$ cat config.mk
export PLATFORM = sky130hd
export DESIGN_NAME = rvfpm_move_scoreboard
export DESIGN_NICKNAME = d
export VERILOG_FILES = /design/src/rtl/rvfpm_move_scoreboard.sv
export SDC_FILE = /design/constraint.sdc
export NUM_CORES = 1
export LEC_CHECK = 0
export BUFFER_PORTS_ARGS = -buffer_cell sky130_fd_sc_hd__buf_2
export CORE_ASPECT_RATIO = 0.8
export CORE_MARGIN = 1.5
export CORE_UTILIZATION = 50
export CTS_CLUSTER_DIAMETER = 30
export CTS_CLUSTER_SIZE = 40
export DETAILED_ROUTE_END_ITERATION = 10
export PLACE_DENSITY = 0.77
export SYNTH_ARGS = -nofsm -noshare
export SYNTH_HDL_FRONTEND = slang
export SYNTH_SLANG_ARGS = --single-unit
$ cat constraint.sdc
create_clock -name ck -period 12.45 [get_ports ck]
set_clock_uncertainty 0.05 [all_clocks]
set_input_delay 2.49 -clock ck [delete_from_list [all_inputs] [get_ports ck]]
set_output_delay 2.49 -clock ck [all_outputs]
set_load 0.02 [all_outputs]
$ cat src/rtl/rvfpm_move_scoreboard.sv
// Shadow-pipeline scoreboard for rvfpm FMV.X.W / FMV.W.X moves.
// Expected values ride a stall-aware shift pipeline and are compared against the DUT at retirement.
module rvfpm_move_scoreboard #(
    parameter int unsigned NUM_REGS        = 32,
    parameter int unsigned PIPELINE_STAGES = 4,
    parameter int unsigned XLEN            = 32,
    parameter int unsigned CNT_W           = 16,
    localparam int unsigned IW             = $clog2(PIPELINE_STAGES + 1)
) (
    input  logic             ck,
    input  logic             rst,
    input  logic             enable,
    input  logic             flush,
    input  logic             instr_valid,
    input  logic [31:0]      instruction,
    input  logic [XLEN-1:0]  fp_rs1_data,
    input  logic [XLEN-1:0]  x_rs1_data,
    input  logic [XLEN-1:0]  data_toXReg,
    input  logic [XLEN-1:0]  data_toFReg,
    output logic             err_pulse,
    output logic [CNT_W-1:0] err_cnt,
    output logic [CNT_W-1:0] chk_cnt,
    output logic [31:0]      last_err_instr,
    output logic [XLEN-1:0]  last_err_exp,
    output logic [XLEN-1:0]  last_err_got,
    output logic [IW-1:0]    inflight
);

    localparam int unsigned N = PIPELINE_STAGES;

    logic [N-1:0]     r_vld;
    logic [N-1:0]     r_mode;  // 0: FMV.X.W checks data_toXReg, 1: FMV.W.X checks data_toFReg
    logic [XLEN-1:0]  r_exp [N];
    logic [31:0]      r_ins [N];
    logic [IW-1:0]    r_inflight;
    logic             r_err_pulse;
    logic [CNT_W-1:0] r_err_cnt;
    logic [CNT_W-1:0] r_chk_cnt;
    logic [31:0]      r_last_ins;
    logic [XLEN-1:0]  r_last_exp;
    logic [XLEN-1:0]  r_last_got;

    logic [4:0]       w_rs1;
    logic             w_base;
    logic             w_is_xw;
    logic             w_is_wx;
    logic             w_dec_vld;
    logic [XLEN-1:0]  w_dec_exp;
    logic [XLEN-1:0]  w_got;
    logic             w_adv;
    logic             w_cmp;
    logic             w_mis;
    logic [N-1:0]     w_vld_d;
    logic [IW-1:0]    w_pop;

    always_comb begin
        w_rs1     = instruction[19:15];
        w_base    = (instruction[6:0] == 7'b1010011) && (instruction[14:12] == 3'b000) &&
                    (instruction[24:20] == 5'd0) && ({27'd0, w_rs1} < NUM_REGS);
        w_is_xw   = w_base && (instruction[31:25] == 7'b1110000);
        w_is_wx   = w_base && (instruction[31:25] == 7'b1111000);
        w_dec_vld = instr_valid && (w_is_xw || w_is_wx);
        w_dec_exp = w_is_wx ? x_rs1_data : fp_rs1_data;
        w_got     = r_mode[N-1] ? data_toFReg : data_toXReg;
        w_adv     = enable && !flush;
        w_cmp     = w_adv && r_vld[N-1];
        w_mis     = w_cmp && (w_got != r_exp[N-1]);
    end

    always_comb begin
        w_vld_d = r_vld;
        if (flush) begin
            w_vld_d = '0;
        end else if (enable) begin
            w_vld_d[0] = w_dec_vld;
            for (int i = 1; i < N; i++) begin
                w_vld_d[i] = r_vld[i-1];
            end
        end
        w_pop = '0;
        for (int i = 0; i < N; i++) begin
            w_pop = w_pop + IW'(w_vld_d[i]);
        end
    end

    always_ff @(posedge ck) begin
        if (!rst) begin
            r_vld       <= '0;
            r_mode      <= '0;
            for (int i = 0; i < N; i++) begin
                r_exp[i] <= '0;
                r_ins[i] <= '0;
            end
            r_inflight  <= '0;
            r_err_pulse <= 1'b0;
            r_err_cnt   <= '0;
            r_chk_cnt   <= '0;
            r_last_ins  <= '0;
            r_last_exp  <= '0;
            r_last_got  <= '0;
        end else begin
            r_vld       <= w_vld_d;
            r_inflight  <= w_pop;
            r_err_pulse <= w_mis;
            if (w_adv) begin
                r_mode[0] <= w_is_wx;
                r_exp[0]  <= w_dec_exp;
                r_ins[0]  <= instruction;
                for (int i = 1; i < N; i++) begin
                    r_mode[i] <= r_mode[i-1];
                    r_exp[i]  <= r_exp[i-1];
                    r_ins[i]  <= r_ins[i-1];
                end
            end
            if (w_cmp && (r_chk_cnt != '1)) begin
                r_chk_cnt <= r_chk_cnt + CNT_W'(1);
            end
            if (w_mis) begin
                if (r_err_cnt != '1) begin
                    r_err_cnt <= r_err_cnt + CNT_W'(1);
                end
                r_last_ins <= r_ins[N-1];
                r_last_exp <= r_exp[N-1];
                r_last_got <= w_got;
            end
        end
    end

    assign err_pulse      = r_err_pulse;
    assign err_cnt        = r_err_cnt;
    assign chk_cnt        = r_chk_cnt;
    assign last_err_instr = r_last_ins;
    assign last_err_exp   = r_last_exp;
    assign last_err_got   = r_last_got;
    assign inflight       = r_inflight;

endmodule

Yosys cells after proc, flatten, opt, wreduce, memory -nomap -nowiden --
Memory sizes are Yosys's and may differ from the RTL's. A register that Yosys moved wholly into a read port is not among the register bits. Cells that the tools add are included.
Word-level totals: bits in registers 108, bits in latches 0, bits in writable memories 256, memory bits (read-only) 0, input bits 165, output and inout port bits 132, logic and storage cells 60, memories kept 2
Memories:
- r_exp | words 4, bits a word 32, read ports 4, clocked after Yosys merged registers in 0, wr ports 4, line 33 | logic [XLEN-1:0] r_exp [N];
- r_ins | words 4, bits a word 32, read ports 4, clocked after Yosys merged registers in 1, wr ports 4, line 34 | logic [31:0] r_ins [N];
Cells by class: add/sub/neg operators 5, $mul 0, divide/modulo/power cells 0, order comparisons 0, eq/ne operators 6, shift operators 0, mux-type cells 16, bitwise logic cells 8, reduce and logical (&&, ||, !) cells 15
Operators with widths (number):
- 32-bit two-way mux | 10
- 16-bit by 1-bit adder with 16-bit output, second input constant | 2
- 16-bit inequality test, second input constant | 2
- 32-bit inequality test | 1
- 7-bit equality test, second input constant | 3
- 1-bit logical AND | 9
- 4-bit two-way mux | 2
- 1-bit bitwise OR | 8
- 5-bit logical NOT | 1
- 1-bit two-way mux | 4
- 2-bit by 1-bit adder with 3-bit output | 1
- 3-bit by 1-bit adder with 3-bit output | 1
- 3-bit logical NOT | 1
- 1-bit by 1-bit adder with 2-bit output | 1
- 1-bit logical NOT | 2
- 2-bit AND reduction | 1
- 1-bit logical OR | 1

Depth between registers and ports, before layout --
Gate-level depths: netlist of the first run.
depth after elaboration 11, depth in mapped cells 12, mapped depth without buffers 9

Worst setup path after synthesis of the first run --
OpenSTA, ideal clock, no wires.
kind input to register, start input rst, end memory r_exp[0][0], enable pin, library setup time 1.977 ns, arrival time 7.432 ns, required time 10.423 ns, path slack 2.991 ns, stages on the path 4, path buffers 3, cells stage by stage clkbuf_1 -> clkbuf_1 -> clkbuf_1 -> nand2_1
RTL lines:
- from (decl) | line 11 | input logic rst,
- to (decl) | line 33

Worst setup path after layout of the first run --
start input enable, end register r_err_cnt[11], in the netlist err_cnt[11]
On the way: cells in the longest elaborated chain, start to end 4
Ends and longest elaborated chain:
- from (decl) | line 12 | input logic enable,
- 1-bit logical AND | line 65 | w_adv = enable && !flush;
- 1-bit logical AND | line 66 | w_cmp = w_adv && r_vld[N-1];
- 1-bit logical AND | line 67 | w_mis = w_cmp && (w_got != r_exp[N-1]);
- 2-bit AND reduction (no source line)
- to (signal assigned) | line 120 | r_err_cnt <= r_err_cnt + CNT_W'(1);
- to (decl) | line 37 | logic [CNT_W-1:0] r_err_cnt;
No other way between the ends. A chain may end at the register's enable or synchronous reset.

==> impl_metrics.json, run 1 <==
{
  "power_frac_comb_pct": 3.3,
  "kind_of_end_point_of_the_critical_path": "flop",
  "via_count_of_the_first_global_routing_pass": 10053,
  "via_count": 10971,
  "syn-num-nets": 1523,
  "worstPathRequired_ps": 12810,
  "drt_first_iter_violations": 856,
  "clock-root-buffer": "sky130_fd_sc_hd__clkbuf_16",
  "pin_count_of_the_biggest_net_entering_global_routing": 155,
  "vdd_drop_max_mv": 0.09368,
  "clkSlewWorstSetupHoldPaths_ps": 50,
  "via_per_inst": 5.254,
  "chipHeight_um": 162.3,
  "synth-edff-count": 256,
  "route.detailed.drc": 0,
  "synth_cell_types": 40,
  "htree_num_levels": 3,
  "synthMostInstantiatedCell": "sky130_fd_sc_hd__edfxtp_1",
  "share_clk_of_total_power_pct": 53.9,
  "cells_after_synthesis": 1353,
  "global_route.usage.total_pct": 21.01,
  "final-max-slew-violation-count": 0,
  "fin_crit_sh_pct": 42.48,
  "port_buffers": 296,
  "core.rowCount": 58,
  "power.switching_fraction_pct": 20.75,
  "timing.max_cap.violations": 0,
  "tritoncts_sinks": 396,
  "postLayoutSetupSlackWorst_ps": 7162,
  "synth-seq-area-share_pct": 66.14,
  "die-width_um": 202.1,
  "rsz0062_at_grt": "false",
  "ys_async_sr_fraction_pct": 0,
  "postSynthRegisterBits": 396,
  "multi_input_logic_area_um2": 4872,
  "routedWlPerCell_um": 16.84,
  "crit_path_max_fanout": 134,
  "post_synth_instance_area_um2": 15860,
  "status": "finished clean",
  "place_ws_ps": 6673,
  "tritoncts": "done",
  "timing.slew.headroom_pct": 21.39,
  "layout.area.seq_um2": 10490,
  "fp.coreArea_um2": 31350,
  "critical_path_class": "in -> reg",
  "clk_latency_worst_skew_pair_ps": 550,
  "netSwitchingPower_mw": 0.7184,
  "finish.net_count": 1785,
  "static_power_due_to_leakage_nw": 8.563,
  "synth_area_leader_cell": "sky130_fd_sc_hd__edfxtp_1",
  "globalplace.congestion": 0.8562,
  "fillCellCount": 2437,
  "power_frac_seq_pct": 42.7,
  "grt_antenna_before_repair": 1,
  "drive_above_1_share_pct": 25.43,
  "drt_wl_total_um": 35160,
  "cellInternalPower_mw": 2.743,
  "floorplan.initialDensity_pct": 50.59,
  "ys_warn_count": 0,
  "total_congestion_overflow": 0,
  "final.setup.tns_ps": 0,
  "arrival_ps": 5650,
  "start_kind": "input port",
  "cts_hold_repair.buffers": 0,
  "max_freq_ghz": 0.1891,
  "syn_to_final_growth_pct": 24.85,
  "dominantRegCellSynth": "sky130_fd_sc_hd__edfxtp_1",
  "worstHoldPathType": "reg -> reg",
  "setup_viol_count_final": 0,
  "cts.repair_timing.setup_buffer_count": 0,
  "antenna_left": 0,
  "syn_avg_cell_area_um2": 11.72,
  "tmin_final_ps": 5288,
  "detailed_place_hpwl_um": 22830,
  "post_synth_most_frequent_cells": "256 x sky130_fd_sc_hd__edfxtp_1, 226 x sky130_fd_sc_hd__and3_1, 161 x sky130_fd_sc_hd__nand2_1",
  "synth_largest_type_area_fraction_pct": 48.47,
  "cts_inserted_buffers": 67,
  "fp.dieArea_um2": 32800,
  "floorplan.io_pins": 297,
  "post_cts.resized_instances": 0,
  "worst-slew-pin-transition_ps": 1171,
  "pwr_density_cell_nw_per_um2": 174.8,
  "drt_pre_antenna_iters": 5,
  "report.final.hold_viol_count": 0,
  "first_pass_grt_wire_length_um": 54400,
  "ctsLongestPathBuffers": 3,
  "synth.area.top_cells": "sky130_fd_sc_hd__edfxtp_1 48%, sky130_fd_sc_hd__dfxtp_1 18%, sky130_fd_sc_hd__and3_1 8.9%, sky130_fd_sc_hd__nand2_1 3.8%, sky130_fd_sc_hd__mux2i_1 2.7%"
}
[cells by family (layout without fill, tap and decap cells)]
family	Yosys count	count (layout)	synth area share, %
AO/OA/AOI/OAI	157	157	5.617
XOR/XNOR	46	46	2.540
adder cells (fa/ha/maj)	5	5	0.4418
buffers and inverters	117	431	3.282
flip-flops	396	396	66.14
multiplexers	42	42	2.651
other	0	1	0
AND/OR/NAND/NOR	590	590	19.33
[power groups by stage]
stage | clock network [mW] | registers, mW | logic (mW)
2_1_floorplan | 0 | 1.51 | 0.0695
3_3_place_gp | 0 | 1.50 | 0.114
3_5_place_dp | 0 | 1.50 | 0.116
4_1_cts | 1.90 | 1.48 | 0.116
5_1_grt | 1.96 | 1.48 | 0.128
6_report | 1.87 | 1.48 | 0.115
[critical path, stage by stage]
cell                      delay, ps
sky130_fd_sc_hd__buf_2          170
sky130_fd_sc_hd__nor2b_4        160
sky130_fd_sc_hd__buf_4          520
sky130_fd_sc_hd__and2_1         280
sky130_fd_sc_hd__o21a_4         560
sky130_fd_sc_hd__buf_4          910
sky130_fd_sc_hd__nand4_1        220
sky130_fd_sc_hd__mux2i_1        170
[path summary, 6_finish.rpt]
check / depth (start not counted) / slack (ps) / end / startpoint
max: 8 / 7160 / err_cnt[11] / enable
min: 2 / 400 / r_mode[3] / r_mode[2]
max reg2reg: 8 / 8150 / err_cnt[11] / r_mode[3]
min reg2reg: 2 / 400 / r_mode[3] / r_mode[2]
[registers in the layout (all words and copies together), names as in the netlist]
signal          cells
last_err_got       32
chk_cnt            16
r_exp             128
r_vld               4
r_ins             128
err_cnt            16
r_mode              4
last_err_exp       32
inflight            3
err_pulse           1
last_err_instr     32
[cell usage in the layout (no fill, tap or decap), types with 10 or more instances in the layout]
cell / n
sky130_fd_sc_hd__a211oi_1: 32
sky130_fd_sc_hd__a21oi_1: 46
sky130_fd_sc_hd__and3_1: 226
sky130_fd_sc_hd__buf_2: 295
sky130_fd_sc_hd__buf_4: 10
sky130_fd_sc_hd__bufinv_16: 11
sky130_fd_sc_hd__clkbuf_16: 68
sky130_fd_sc_hd__clkinv_2: 14
sky130_fd_sc_hd__dfxtp_1: 139
sky130_fd_sc_hd__edfxtp_1: 256
sky130_fd_sc_hd__mux2i_1: 42
sky130_fd_sc_hd__nand2_1: 160
sky130_fd_sc_hd__nand3_1: 78
sky130_fd_sc_hd__nor2_1: 60
sky130_fd_sc_hd__nor4_1: 11
sky130_fd_sc_hd__o21ai_0: 64
sky130_fd_sc_hd__xnor2_1: 38
[stage by stage]
| stage | instance area (um^2) | hold slack [ps] | power, mW | instances | utilization (%) |
|---|---|---|---|---|---|
| after CTS | 19800 | 396.7 | 3.493 | 2087 | 63.15 |
| after global routing | 19800 | 420.5 | 3.575 | 2087 | 63.15 |
| after global placement | 17470 | 384.7 | 1.616 | 1966 | 55.73 |
| after floorplan | 15860 | 382.1 | 1.575 | 1353 | - |
| after detailed placement | 17470 | 389.3 | 1.619 | 1966 | 55.73 |
| final | 19800 | 397.3 | 3.462 | 2088 | 63.16 |
[per-layer routing]
| metal | vias to the layer above | share of wire [%] | track usage, % | wire [um] |
|---|---|---|---|---|
| met5 | - | 0.048 | 0 | 17 |
| met4 | 2 | 2.7 | 8.081 | 958 |
| met3 | 72 | 6.1 | 3.712 | 2140 |
| met2 | 368 | 42 | 29.62 | 14910 |
| met1 | 5076 | 49 | 32.22 | 17130 |
| li1 | 5453 | - | - | - |
[cell type report]
class | instances | share of cell area [%]
Timing Repair Buffer | 306 | 7.911
Sequential cell | 396 | 52.98
Clock inverter | 48 | 3.020
Inverter | 4 | 0.07582
Antenna cell | 1 | 0.01264
Tap cell | 420 | 2.654
Multi-Input combinational cell | 840 | 24.61
Clock buffer | 73 | 8.739
Note: power is estimated with default switching activity, not from simulation.
==> run 2: changes to the inputs <==
- clock period: 12.45 -> 5.1 ns (I/O delays scaled with it)
==> run 2 against run 1 <==
  * Final area is 0.44% lower
  * Highest routed layer is now met4
  * Clock power grew 130%
  * Die area did not move
  * Largest cell class unchanged
  * Critical path depth is 1 higher
  * Register-to-register slack got worse by 7100 ps
  * Cell count hardly changed
  * Critical endpoint is now last_err_instr[0]
  * Power rose by 140%
==> impl_metrics.json, run 2 (synthesis gave the netlist of run 1 again) <==
{
  "antenna_left": 0,
  "layout_commonest_cell": "sky130_fd_sc_hd__buf_2",
  "report.final.hold_viol_count": 0,
  "reg_top3": "r_exp (128), r_ins (128)",
  "route.detailed.drc": 0,
  "arrival_ps": 4500,
  "fin_crit_sh_pct": 80.23,
  "global_route.usage.total_pct": 21.01,
  "layout_common_cells": "295 x sky130_fd_sc_hd__buf_2, 256 x sky130_fd_sc_hd__edfxtp_1, 226 x sky130_fd_sc_hd__and3_1",
  "tritoncts_sinks": 396,
  "worstPathRequired_ps": 5510,
  "fp.coreArea_um2": 31350,
  "final-max-slew-violation-count": 0,
  "floorplan.initialDensity_pct": 50.59,
  "cts_inserted_buffers": 66,
  "place_ws_ps": 1005,
  "htree_num_levels": 3,
  "kind_of_end_point_of_the_critical_path": "flop",
  "start_kind": "flop",
  "clock-root-buffer": "sky130_fd_sc_hd__clkbuf_16",
  "tmin_final_ps": 4092,
  "setup_viol_count_final": 0,
  "first_pass_grt_wire_length_um": 54190,
  "tritoncts": "done",
  "drive_above_1_share_pct": 25.57,
  "syn_to_final_growth_pct": 24.31,
  "die-width_um": 202.1,
  "total_congestion_overflow": 0,
  "clk_latency_worst_skew_pair_ps": 550,
  "post_dp_cell_area_um2": 17510,
  "rsz0062_at_grt": "false",
  "via_count_of_the_first_global_routing_pass": 10181,
  "finish.net_count": 1787,
  "max_freq_ghz": 0.2444,
  "post_cts.resized_instances": 0,
  "final_util_pct": 62.89,
  "ctsLongestPathBuffers": 3,
  "drt_pre_antenna_iters": 5,
  "status": "finished clean",
  "port_buffers": 296,
  "globalplace.congestion": 0.8631,
  "routedWlPerCell_um": 16.96,
  "floorplan.io_pins": 297,
  "worst-slew-pin-transition_ps": 1232,
  "pwr_density_cell_nw_per_um2": 415.5,
  "drt_first_iter_violations": 648,
  "fp.dieArea_um2": 32800,
  "grt_antenna_before_repair": 1,
  "cts_hold_repair.buffers": 0,
  "worstHoldPathType": "reg -> reg",
  "timing.max_cap.violations": 0,
  "drt_wl_total_um": 35400,
  "via_per_inst": 5.298,
  "chipHeight_um": 162.3,
  "cts.repair_timing.setup_buffer_count": 0,
  "postLayoutSetupSlackWorst_ps": 1008,
  "pin_count_of_the_biggest_net_entering_global_routing": 160,
  "crit_path_max_fanout": 127,
  "clkSlewWorstSetupHoldPaths_ps": 50,
  "core.rowCount": 58,
  "stdcell_area_um2": 19720,
  "final.setup.tns_ps": 0,
  "static_power_due_to_leakage_nw": 8.506,
  "via_count": 11056,
  "critical_path_class": "reg -> reg",
  "vdd_drop_max_mv": 0.2651,
  "detailed_place_hpwl_um": 23150,
  "timing.slew.headroom_pct": 17.89
}
## run 2: cell types whose count changed in the layout (fill, tap and decap cells not counted), sizes merged
cell,delta
bufinv,-5
clkinvlp,+4
buf,+3
clkbuf,-3
clkinv,+1
inv,-1
## run 2: path summary, 6_finish.rpt
kind	start	to	slack (ps)	depth (start not counted)
worst max-delay path	r_mode[3]	last_err_instr[0]	1010	9
worst min-delay path	last_err_instr[17]	last_err_instr[17]	390	2
worst max register to register	r_mode[3]	last_err_instr[0]	1010	9
worst min register to register	last_err_instr[17]	last_err_instr[17]	390	2
## run 2: critical path: stages, from the launching register on
cell and delay [ps]:
sky130_fd_sc_hd__dfxtp_2 860, sky130_fd_sc_hd__buf_4 310, sky130_fd_sc_hd__mux2i_1 320, sky130_fd_sc_hd__xnor2_1 160, sky130_fd_sc_hd__nor4_1 90, sky130_fd_sc_hd__nand4_1 200, sky130_fd_sc_hd__o21a_4 940, sky130_fd_sc_hd__buf_4 640
sky130_fd_sc_hd__nand3_1 160, sky130_fd_sc_hd__o21ai_0 160
## run 2: where the power goes
part           internal, mW  leakage, nW  switching (mW)
combinational         0.103         3.61           0.179
clock                  2.75         1.06            1.54
sequential             3.56         3.84          0.0528
## run 2: stage by stage
stage | std cells | hold slack, ps | total power, mW
floorplan | 1353 | 382.1 | 3.821
global placement | 1969 | 381.3 | 3.949
detailed placement | 1969 | 387.3 | 3.958
CTS | 2086 | 393.7 | 8.270
global route | 2087 | 426.6 | 8.439
finish | 2087 | 394.0 | 8.192
## run 2: layer usage
metal	vias up	part of all wire (%)	GRT usage [%]
met5	-	0	0
met3	84	6.5	4.133
met4	0	3.2	8.990
met1	5138	48	31.20
met2	388	43	30.05
li1	5446	-	-
## run 2: area by class of cell
cell class                      instances  area, um^2
Antenna cell                            1       2.502
Clock buffer                           70        1698
Clock inverter                         47       500.5
Fill cell                            2466       11630
Inverter                                4       15.01
Multi-Input combinational cell        840        4881
Sequential cell                       396       10490
Tap cell                              420       525.5
Timing Repair Buffer                  309        1602
